**config.mk**
```make
export PLATFORM = sky130hd
export DESIGN_NAME = dmac_write_engine
export DESIGN_NICKNAME = d
export VERILOG_FILES = /design/src/rtl/dmac_write_engine.sv
export SDC_FILE = /design/constraint.sdc
export NUM_CORES = 1
export LEC_CHECK = 0
export ABC_AREA = 1
export CORE_AREA = 5 5 88 90
export CTS_CLUSTER_DIAMETER = 30
export DETAILED_ROUTE_END_ITERATION = 10
export DIE_AREA = 0 0 93 95
export HOLD_SLACK_MARGIN = 0.02
export PLACE_DENSITY = 0.87
export SLEW_MARGIN = 15
export SYNTH_ARGS = -nofsm -noshare
export SYNTH_HDL_FRONTEND = slang
export SYNTH_SLANG_ARGS = --single-unit
```
**constraint.sdc**
```tcl
create_clock -name clk -period 2.5 [get_ports clk]
set_clock_uncertainty 0.2 [all_clocks]
set_input_delay 0.5 -clock clk [delete_from_list [all_inputs] [get_ports clk]]
set_output_delay 0.5 -clock clk [all_outputs]
set_load 0.005 [all_outputs]
```
**src/rtl/dmac_write_engine.sv**
```systemverilog
// dmac_write_engine: drains burst metadata and data FIFOs into AXI AW/W bursts
// and tracks outstanding B responses, flagging error responses stickily.
module dmac_write_engine #(
   parameter int MAX_OUTSTANDING = 4
) (
   input  logic        clk,
   input  logic        rst_n,
   input  logic        meta_empty_i,
   input  logic [31:0] meta_awaddr_i,
   input  logic [3:0]  meta_awlen_i,
   output logic        meta_rden_o,
   input  logic        data_empty_i,
   input  logic [31:0] data_i,
   output logic        data_rden_o,
   output logic [31:0] awaddr_o,
   output logic [3:0]  awlen_o,
   output logic [2:0]  awsize_o,
   output logic [1:0]  awburst_o,
   output logic        awvalid_o,
   input  logic        awready_i,
   output logic [31:0] wdata_o,
   output logic [3:0]  wstrb_o,
   output logic        wlast_o,
   output logic        wvalid_o,
   input  logic        wready_i,
   input  logic        bvalid_i,
   input  logic [1:0]  bresp_i,
   output logic        bready_o,
   output logic        idle_o,
   output logic        err_o
);
   typedef enum logic [1:0] {S_IDLE, S_AW, S_W} state_t;

   state_t      state_q, state_d;
   logic [31:0] awaddr_q, awaddr_d;
   logic [3:0]  awlen_q, awlen_d, beat_cnt_q, beat_cnt_d, out_cnt_q, out_cnt_d;
   logic        err_q, err_d, aw_hs, b_hs;

   always_comb begin
      state_d     = state_q;
      awaddr_d    = awaddr_q;
      awlen_d     = awlen_q;
      beat_cnt_d  = beat_cnt_q;
      meta_rden_o = 1'b0;
      awvalid_o   = 1'b0;
      wvalid_o    = 1'b0;
      wlast_o     = 1'b0;
      data_rden_o = 1'b0;
      case (state_q)
         S_IDLE: if (!meta_empty_i && out_cnt_q < 4'(MAX_OUTSTANDING)) begin
            meta_rden_o = 1'b1;
            awaddr_d    = meta_awaddr_i;
            awlen_d     = meta_awlen_i;
            state_d     = S_AW;
         end
         S_AW: begin
            awvalid_o = 1'b1;
            if (awready_i) begin
               beat_cnt_d = awlen_q;
               state_d    = S_W;
            end
         end
         S_W: begin
            wvalid_o    = !data_empty_i;
            wlast_o     = beat_cnt_q == 4'd0;
            data_rden_o = !data_empty_i && wready_i;
            if (data_rden_o) begin
               beat_cnt_d = beat_cnt_q - 4'd1;
               if (wlast_o) state_d = S_IDLE;
            end
         end
         default: state_d = S_IDLE;
      endcase
      aw_hs = awvalid_o && awready_i;
      b_hs  = bvalid_i;
      // a B with nothing outstanding is dropped and reported as an error
      out_cnt_d = out_cnt_q + {3'b0, aw_hs} - {3'b0, b_hs && out_cnt_q != 4'd0};
      err_d     = err_q || (b_hs && (out_cnt_q == 4'd0 || bresp_i != 2'b00));
   end

   always_ff @(posedge clk or negedge rst_n) begin
      if (!rst_n) begin
         state_q    <= S_IDLE;
         awaddr_q   <= '0;
         awlen_q    <= '0;
         beat_cnt_q <= '0;
         out_cnt_q  <= '0;
         err_q      <= 1'b0;
      end else begin
         state_q    <= state_d;
         awaddr_q   <= awaddr_d;
         awlen_q    <= awlen_d;
         beat_cnt_q <= beat_cnt_d;
         out_cnt_q  <= out_cnt_d;
         err_q      <= err_d;
      end
   end

   assign awaddr_o  = awaddr_q;
   assign awlen_o   = awlen_q;
   assign awsize_o  = 3'b010;
   assign awburst_o = 2'b01;
   assign wdata_o   = data_i;
   assign wstrb_o   = 4'hF;
   assign bready_o  = 1'b1;
   assign err_o     = err_q;
   assign idle_o    = state_q == S_IDLE && meta_empty_i && out_cnt_q == 4'd0;
endmodule

```
==> results of run 1 <==
through the flow:
stage	instances	setup slack, ns	instance area [um2]
after floorplan	298	0.485	2420
after global placement	422	0.00312	3050
after detailed placement	422	-0.0451	3050
after CTS	431	0.0164	3150
after global routing	431	0.0258	3160
final	431	0.0848	3160
routing by layer:
layer,global-route usage,part of all wire
met1,0.136,0.37
met2,0.219,0.53
met3,0.0367,0.079
met4,0.0488,0.017
met5,0,0
power by group through the flow:
| stage | registers [W] | clock network [W] | logic (W) |
|---|---|---|---|
| final | 0.00132 | 0.000457 | 0.00158 |
| after global routing | 0.00137 | 0.000502 | 0.00179 |
| after CTS | 0.00132 | 0.000471 | 0.00161 |
| after detailed placement | 0.00132 | 0 | 0.00160 |
| after global placement | 0.00132 | 0 | 0.00154 |
| after floorplan | 0.00132 | 0 | 0.000803 |
flip-flops by register name (all words and copies together) (netlist names):
register and cells:
state_q 2, beat_cnt_q 4, awlen_o 4, awaddr_o 32
out_cnt_q 4, err_o 1
layout make-up:
type | instances | area (um2)
inverters | 21 | 78.8
fillers | 686 | 3820
clock inverters | 3 | 20.0
well taps | 82 | 103
flip-flops and latches | 47 | 1180
repair buffers | 92 | 911
clock buffers | 5 | 68.8
multi-input cells | 181 | 805
cell usage after synthesis, drive strengths merged:
| library cell | number | area [um2] |
|---|---|---|
| a21oi | 2 | 10.0 |
| conb | 2 | 7.51 |
| ha | 6 | 75.1 |
| fa | 1 | 20.0 |
| o21ai | 8 | 40.0 |
| buf | 47 | 359 |
| xnor2 | 2 | 17.5 |
| a21boi | 1 | 7.51 |
| nand3 | 5 | 25.0 |
| a21o | 1 | 7.51 |
| dfrtp | 47 | 1180 |
| nor2 | 12 | 50.1 |
| clkbuf | 2 | 7.51 |
| nand2 | 133 | 507 |
| inv | 21 | 78.8 |
worst reg2reg max path, stage by stage (launching register included):
cell and delay [ns]:
dfrtp_1 0.37, inv_1 0.07, ha_2 0.20, a21boi_0 0.09, ha_1 0.30, inv_1 0.06
ha_1 0.16, inv_1 0.05, fa_1 0.38, xnor2_1 0.18
worst max-delay path by stage:
stage                       from      endpoint  slack, ns  cells past startpoint
detailed placement      bvalid_i  out_cnt_q[2]      -0.05                      8
global route        meta_empty_i        idle_o       0.03                      4
floorplan           out_cnt_q[2]  out_cnt_q[2]       0.48                      9
global placement    meta_empty_i   meta_rden_o      0.003                      5
CTS                 out_cnt_q[2]   meta_rden_o       0.02                      7
finish              meta_empty_i        idle_o       0.08                      4
cell families after synthesis:
group / Yosys count
simple gates: 150
flops: 47
other cells: 2
xor+xnor: 2
buf+inv: 70
fa+ha+maj: 7
compound gates: 12
what timing repair did:
item | 4_1_cts | 5_1_grt
resized for setup | 1 | 5
gates cloned | 0 | 0
hold buffers | 1 | 0
setup endpoints to repair | 1 | 2
pin swaps | 0 | 1
endpoints found under the hold margin | 24 | 0
==> out/results.tsv, run 1 <==
stage	metric	value	unit
clock_network	Clock Sinks	47	
sta	final setup TNS	0	ns
place	Placer Congestion	0.776	
hold_path	HP Start	err_o	
synthesis	mux contribution to synthesized area	0	
clock_network	TritonCTS clock tree	yes	
setup_path	Worst Path Buf+Inv	2	
drt	vias per cell	4.41	
drt	drt total wl	5450	um
sta	Rel. slew slack	0.625	
drt	DR pass1 iterations	4	
pwr	combinational power share	0.471	
synthesis	Synth Area in Simple Gates	0.244	
synthesis	largest family of logic cells by synthesized area	simple AND/OR/NAND/NOR gates	
sta	max-slew violation count	0	
flow_run	max-cap check violation count	0	
clock_network	setup bufs post-CTS	0	
die	DIE WIDTH	93	um
setup_path	CP Capture Type	output pin	
die	die area	8840	um2
pwr	share of power burned in registers	0.393	
drt	via count	1899	
sta	fin crit period	2.42	ns
synthesis	register bit total from synthesis	47	
synthesis	cell count after synthesis	290	
synthesis	compound-gate portion of the synthesized area	0.0272	
grt	initial antenna violation count	0	
setup_path	CP max stage delay	0.51	ns
pwr	sw frac	0.355	
clock_network	TritonCTS buffer count	5	
setup_path	CP required	1.80	ns
setup_path	CP delay by family, top	buffers and inverters	
place	PortBufs	87	
pwr	Clk network pwr share	0.136	
setup_path	CP cell instances	clkdlybuf4s50_1 -> nand2_1 -> nor2_1 -> clkdlybuf4s50_1	
grt	grt total ovfl	0	
pwr	cell area power density	1060	nW/um2
die	Cell Rows	31	
die	Core ar.	6980	um2
synthesis	YS warnings	0	
drt	routed len/inst	12.6	um
setup_path	Crit path top cell by count	clkdlybuf4s50_1	
hold_path	Worst Hold Class	reg -> reg	
clock_network	CTS H-tree depth	2	
final_layout	Final Util	0.453	
die	Die Ht	95	um
pwr	sw power	0.00119	W
pwr	peak supply drop	477	uV
setup_path	crit-path max FO	2	
pwr	internal cell power	0.00217	W
pwr	Pwr Total	0.00336	W
clock_network	clock buffer depth	2	
synthesis	adder-cell area share of the yosys netlist	0.0398	
die	Initial Util	0.342	
final_layout	n_diodes	0	
setup_path	Worst setup SP type	input pin	
synthesis	part of the Yosys area used for sequential elements	0.492	
grt	GRT Total Usage	0.122	
drt	Remaining DRCs	0	
grt	first-pass GRT wire length	8570	um
final_layout	share of layout cells above drive strength 1	0.0602	
final_layout	Post-layout nets	432	
clock_network	Skew-Pair Late Insertion Delay	0.30	ns
setup_path	R2R Setup Slk	0.36	ns
setup_path	R2R Path End	out_cnt_q[2]	
drt	Routed Antenna Nets	0	
sta	RSZ-0062 raised after global routing	no	
hold_path	Hold Crit Depth	1	
grt	largest net degree at the start of global routing	38	
final_layout	commonest non-fill, non-tap cell in the layout	nand2_1	
sta	final hold slack	0.281	ns
setup_path	Critical Path AT	1.72	ns
final_layout	commonest cells after routing, fill and taps aside	nand2_1 (132), clkdlybuf4s50_1 (84), dfrtp_1 (47)	
sta	Max Clk Rate	414	MHz
die	IO Pins	162	
hold_path	Hold Path Sink	err_o	
sta	final setup fails	0	
clock_network	Root Driver	clkbuf_8	
setup_path	CP Class	in -> out	
synthesis	Syn Area/Cell	8.24	um2
sta	Worst Tran Pin Value	0.562	ns
synthesis	Cell variety after synth	20	
synthesis	post-synthesis xor/xnor area fraction	0.00733	
sta	final hold vios	0	
clock_network	Reg clk slew, reported paths	0.09	ns
status	status	completed	
sta	fin crit share	0.966	
pwr	Lkg Pwr	1.61	nW
final_layout	Area Growth Syn to Fin	32.4	%
grt	vias in the first global route	1896	
synthesis	synthesized area	2390	um2
drt	DRT iter0 DRCs	55	
setup_path	Worst path slowest cell	clkdlybuf4s50_1	
place	Detailed Place HPWL	4160	um
setup_path	RR Startpoint	out_cnt_q[2]	
setup_path	R2R cell count	9	
Power figures use the tool's default switching activity.
==> run 2: changes to the inputs <==
--- a/config.mk
+++ b/config.mk
@@ -6,12 +6,14 @@
 export NUM_CORES = 1
 export LEC_CHECK = 0
 export ABC_AREA = 1
-export CORE_AREA = 5 5 88 90
+export CELL_PAD_IN_SITES_DETAIL_PLACEMENT = 1
+export CELL_PAD_IN_SITES_GLOBAL_PLACEMENT = 1
+export CORE_AREA = 5 5 82 140
 export CTS_CLUSTER_DIAMETER = 30
 export DETAILED_ROUTE_END_ITERATION = 10
-export DIE_AREA = 0 0 93 95
+export DIE_AREA = 0 0 87 145
 export HOLD_SLACK_MARGIN = 0.02
-export PLACE_DENSITY = 0.87
+export PLACE_DENSITY = 0.86
 export SLEW_MARGIN = 15
 export SYNTH_ARGS = -nofsm -noshare
 export SYNTH_HDL_FRONTEND = slang
==> run 2 against run 1 <==
  * Sequential power about the same
  * Core utilization decreased by 13 points
  * Die area is 43% higher
  * Highest routed layer unchanged
==> out/results.tsv, run 2 (synthesized netlist as in run 1, its figures left out) <==
stage	metric	value	unit
status	status	completed	
drt	DRT iter0 DRCs	40	
final_layout	commonest non-fill, non-tap cell in the layout	nand2_1	
final_layout	Finished Cell Area	3310	um2
sta	RSZ-0062 raised after global routing	no	
place	Area after DPL	3120	um2
sta	Worst Tran Pin Value	0.585	ns
place	Detailed Place HPWL	5320	um
final_layout	Multi-input gate area	815	um2
die	die area	12600	um2
pwr	sw power	0.00127	W
final_layout	max FFs per register	32	
die	IO Pins	162	
sta	fin crit share	0.960	
place	Placed Cells	467	
clock_network	Reg clk slew, reported paths	0.06	ns
setup_path	CP Class	reg -> out	
drt	via count	1923	
drt	Remaining DRCs	0	
sta	fin crit period	2.40	ns
hold_path	Worst Hold Class	in -> async	
final_layout	Layout fillers	1211	
pwr	Lkg Pwr	1.63	nW
drt	Routed Antenna Nets	0	
place	PortBufs	87	
grt	first-pass GRT wire length	10900	um
setup_path	crit-path max FO	3	
pwr	Clk network pwr share	0.207	
die	Die Ht	145	um
clock_network	setup bufs post-CTS	0	
setup_path	CP delay by family, top	buffers and inverters	
place	Placer Congestion	0.753	
setup_path	Worst setup SP type	flop	
grt	GRT Total Usage	0.110	
final_layout	Post-layout nets	431	
setup_path	CP max stage delay	0.50	ns
die	Cell Rows	49	
drt	vias per cell	4.05	
drt	DR pass1 iterations	4	
pwr	Pwr Total	0.00375	W
final_layout	share of layout cells above drive strength 1	0.0603	
pwr	peak supply drop	395	uV
sta	final setup fails	0	
die	DIE WIDTH	87	um
clock_network	Clock Sinks	47	
sta	final hold slack	0.0151	ns
grt	largest net degree at the start of global routing	38	
setup_path	R2R cell count	9	
setup_path	CP required	1.80	ns
pwr	combinational power share	0.439	
pwr	share of power burned in registers	0.354	
final_layout	Area Growth Syn to Fin	38.7	%
final_layout	commonest cells after routing, fill and taps aside	nand2_1 (131), clkdlybuf4s50_1 (85), dfrtp_1 (47)	
drt	routed len/inst	14.1	um
sta	final setup TNS	0	ns
sta	final hold vios	0	
setup_path	Critical Path AT	1.70	ns
setup_path	RR Startpoint	out_cnt_q[2]	
clock_network	TritonCTS clock tree	yes	
setup_path	CP Capture Type	output pin	
final_layout	n_diodes	0	
grt	initial antenna violation count	0	
clock_network	CTS H-tree depth	2	
die	Initial Util	0.233	
final_layout	Cell Count, Final, Fillers Out	475	
pwr	sw frac	0.338	
final_layout	register area	1180	um2
sta	Max Clk Rate	417	MHz
setup_path	R2R Setup Slk	0.33	ns
pwr	internal cell power	0.00248	W
clock_network	Root Driver	clkbuf_16	
clock_network	clock buffer depth	2	
grt	grt total ovfl	0	
setup_path	CP cell instances	inv_1 -> ha_4 -> inv_1 -> nor2_2 -> nand2_4 -> inv_2 -> clkdlybuf4s50_1	
clock_network	Skew-Pair Late Insertion Delay	0.28	ns
die	Core ar.	10200	um2
setup_path	Worst path slowest cell	clkdlybuf4s50_1	
sta	Rel. slew slack	0.610	
grt	vias in the first global route	2207	
clock_network	TritonCTS buffer count	5	
setup_path	Worst Path Buf+Inv	4	
drt	drt total wl	6680	um
sta	max-slew violation count	0	
flow_run	max-cap check violation count	0	
pwr	cell area power density	1130	nW/um2
setup_path	Crit path top cell by count	inv_1	
setup_path	R2R Path End	out_cnt_q[2]	
==> run 2: final cells by class <==
cell class / instances / area share
tap: 127 / 0.0480
sequential: 47 / 0.355
inverter: 21 / 0.0238
clock inverter: 2 / 0.0106
clock buffer: 6 / 0.0419
timing repair buffer: 91 / 0.275
multi-input combinational: 181 / 0.246
==> run 2: timing repair <==
| item | 4_1_cts | 5_1_grt |
|---|---|---|
| resized for setup | 3 | 3 |
| endpoints found under the setup margin | 1 | 2 |
| hold buffers | 0 | 0 |
| pin swaps | 2 | 1 |
==> run 2: metal layers <==
metal / up-vias / wire (um) / GRT usage
li1: 928 / - / -
met1: 907 / 2210 / 0.105
met2: 67 / 3840 / 0.210
met3: 21 / 477 / 0.0318
met4: 0 / 153 / 0.0484
met5: - / 0 / 0
==> run 2: per-stage QoR <==
| stage | util | setup WS [ns] |
|---|---|---|
| floorplan | - | 0.485 |
| global placement | 0.305 | -0.0433 |
| detailed placement | 0.305 | -0.145 |
| CTS | 0.323 | 0.0226 |
| global route | 0.324 | 0.00765 |
| finish | 0.324 | 0.101 |
==> run 2: power by group through the flow <==
stage          Sequential (W)  Clock [W]  Combinational (W)
2_1_floorplan         0.00132          0           0.000803
3_3_place_gp          0.00132          0            0.00157
3_5_place_dp          0.00133          0            0.00166
4_1_cts               0.00133   0.000809            0.00170
5_1_grt               0.00138   0.000843            0.00186
6_report              0.00133   0.000776            0.00165
==> run 2: how the worst max path moves through the flow <==
stage	slack (ns)	cells after the start	startpoint	endpoint
after floorplan	0.48	9	out_cnt_q[2]	out_cnt_q[2]
after global placement	-0.04	8	bvalid_i	out_cnt_q[1]
after detailed placement	-0.15	8	bvalid_i	out_cnt_q[2]
after CTS	0.02	5	meta_empty_i	meta_rden_o
after global routing	0.008	5	data_empty_i	data_rden_o
final	0.10	7	out_cnt_q[3]	meta_rden_o
==> run 3: changes to the inputs <==
--- a/config.mk
+++ b/config.mk
@@ -8,10 +8,10 @@
 export ABC_AREA = 1
 export CELL_PAD_IN_SITES_DETAIL_PLACEMENT = 1
 export CELL_PAD_IN_SITES_GLOBAL_PLACEMENT = 1
-export CORE_AREA = 5 5 82 140
+export CORE_AREA = 2 2 79 137
 export CTS_CLUSTER_DIAMETER = 30
 export DETAILED_ROUTE_END_ITERATION = 10
-export DIE_AREA = 0 0 87 145
+export DIE_AREA = 0 0 81 139
 export HOLD_SLACK_MARGIN = 0.02
 export PLACE_DENSITY = 0.86
 export SLEW_MARGIN = 15
==> run 3 against run 2 <==
  * Sequential share of layout area unchanged
  * Die area decreased by 11%
  * Global-route usage increased by 1.1 points
  * Worst setup slack improved by 0.015 ns
  * First-iteration DRC count increased by 43%
  * Critical endpoint is now idle_o
==> out/results.tsv, run 3 (synthesized netlist as in run 1, its figures left out) <==
stage	metric	value	unit
status	status	completed	
final_layout	n_diodes	0	
die	Die Ht	139	um
die	Core ar.	10200	um2
clock_network	Root Driver	clkbuf_16	
setup_path	Crit path top cell by count	clkdlybuf4s50_1	
final_layout	max FFs per register	32	
sta	fin crit share	0.954	
die	DIE WIDTH	81	um
grt	first-pass GRT wire length	10600	um
clock_network	setup bufs post-CTS	0	
place	Placer Congestion	0.783	
clock_network	TritonCTS buffer count	5	
final_layout	Cell Count, Final, Fillers Out	476	
pwr	share of power burned in registers	0.355	
final_layout	commonest non-fill, non-tap cell in the layout	nand2_1	
final_layout	Area Growth Syn to Fin	38.7	%
grt	grt total ovfl	0	
sta	Setup WS post-layout	0.115	ns
drt	Remaining DRCs	0	
grt	initial antenna violation count	0	
clock_network	Reg clk slew, reported paths	0.06	ns
place	PortBufs	87	
place	Detailed Place HPWL	5100	um
grt	vias in the first global route	2234	
drt	routed len/inst	13.5	um
final_layout	commonest cells after routing, fill and taps aside	nand2_1 (132), clkdlybuf4s50_1 (85), dfrtp_1 (47)	
pwr	internal cell power	0.00248	W
grt	GRT Total Usage	0.122	
drt	vias per cell	4.11	
drt	Routed Antenna Nets	0	
place	Placed Cells	467	
setup_path	Worst setup SP type	input pin	
clock_network	TritonCTS clock tree	yes	
setup_path	CP Capture Type	output pin	
sta	Worst Tran Pin Value	0.569	ns
setup_path	CP cell instances	clkdlybuf4s50_1 -> nand2_1 -> nor2_1 -> clkdlybuf4s50_1	
setup_path	RR Startpoint	out_cnt_q[2]	
sta	final hold vios	0	
pwr	combinational power share	0.437	
clock_network	clock buffer depth	2	
drt	DR pass1 iterations	4	
setup_path	crit-path max FO	2	
pwr	peak supply drop	551	uV
hold_path	HP Start	err_o	
sta	Rel. slew slack	0.621	
setup_path	Worst path slowest cell	clkdlybuf4s50_1	
final_layout	Post-layout nets	432	
setup_path	CP max stage delay	0.51	ns
setup_path	CP required	1.80	ns
setup_path	CP Class	in -> out	
setup_path	R2R Path End	out_cnt_q[2]	
hold_path	Worst Hold Class	reg -> reg	
place	Place WS	-0.152	ns
pwr	Lkg Pwr	1.64	nW
sta	final setup fails	0	
clock_network	Clock Sinks	47	
hold_path	Hold Path Sink	err_o	
setup_path	R2R Setup Slk	0.30	ns
die	Cell Rows	49	
drt	drt total wl	6440	um
pwr	Clk network pwr share	0.208	
sta	fin crit period	2.38	ns
hold_path	Hold Crit Depth	1	
drt	via count	1958	
die	IO Pins	162	
die	die area	11300	um2
drt	DRT iter0 DRCs	57	
flow_run	max-cap check violation count	0	
grt	largest net degree at the start of global routing	38	
sta	Max Clk Rate	419	MHz
die	Initial Util	0.235	
pwr	cell area power density	1130	nW/um2
setup_path	R2R cell count	9	
clock_network	Skew-Pair Late Insertion Delay	0.28	ns
sta	RSZ-0062 raised after global routing	no	
clock_network	CTS H-tree depth	2	
pwr	sw frac	0.336	
final_layout	share of layout cells above drive strength 1	0.0602	
setup_path	Critical Path AT	1.68	ns
sta	max-slew violation count	0	
pwr	sw power	0.00125	W
[run 3: worst max path at each step]
| stage | from | end | cells after the start |
|---|---|---|---|
| after floorplan | out_cnt_q[2] | out_cnt_q[2] | 9 |
| after global placement | bvalid_i | out_cnt_q[1] | 8 |
| after detailed placement | bvalid_i | out_cnt_q[1] | 8 |
| after CTS | out_cnt_q[2] | meta_rden_o | 7 |
| after global routing | bvalid_i | out_cnt_q[2] | 8 |
| final | meta_empty_i | idle_o | 4 |
[run 3: layout make-up]
| cell class | count | area, um2 |
|---|---|---|
| clock buffers | 6 | 139 |
| clock inverters | 2 | 35.0 |
| fillers | 1256 | 6860 |
| inverters | 21 | 78.8 |
| multi-input cells | 181 | 805 |
| flip-flops and latches | 47 | 1180 |
| well taps | 127 | 159 |
| repair buffers | 92 | 921 |
[run 3: through the flow]
step	utilization	hold WS, ns	cell area [um2]	power, W	TNS, ns
2_1_floorplan	-	0.00441	2420	0.00212	0
3_3_place_gp	0.306	0.247	3120	0.00287	-0.0777
3_5_place_dp	0.306	0.261	3120	0.00300	-0.308
4_1_cts	0.325	0.279	3310	0.00380	0
5_1_grt	0.326	0.305	3310	0.00404	0
6_report	0.326	0.272	3310	0.00373	0
[run 3: metal layers]
metal,up-vias,GRT usage,wire length [um]
met3,22,0.0234,389
met4,0,0.0696,252
li1,928,-,-
met1,937,0.107,2060
met5,-,0,0
met2,71,0.239,3730
[run 3: power groups by stage]
stage / clock, W / combinational, W / sequential [W]
floorplan: 0 / 0.000803 / 0.00132
finish: 0.000777 / 0.00163 / 0.00132
global placement: 0 / 0.00156 / 0.00132
CTS: 0.000802 / 0.00167 / 0.00133
detailed placement: 0 / 0.00166 / 0.00133
global route: 0.000835 / 0.00184 / 0.00137
[run 3: what timing repair did]
action	CTS	global route
resized for setup	1	4
endpoints found under the hold margin	2	0
hold buffers	1	0
setup endpoints to repair	1	2
[run 3: critical path, delay by kind of cell]
family	cells	cell delay, ns
buffers and inverters	2	1.01
and+or+nand+nor	2	0.17
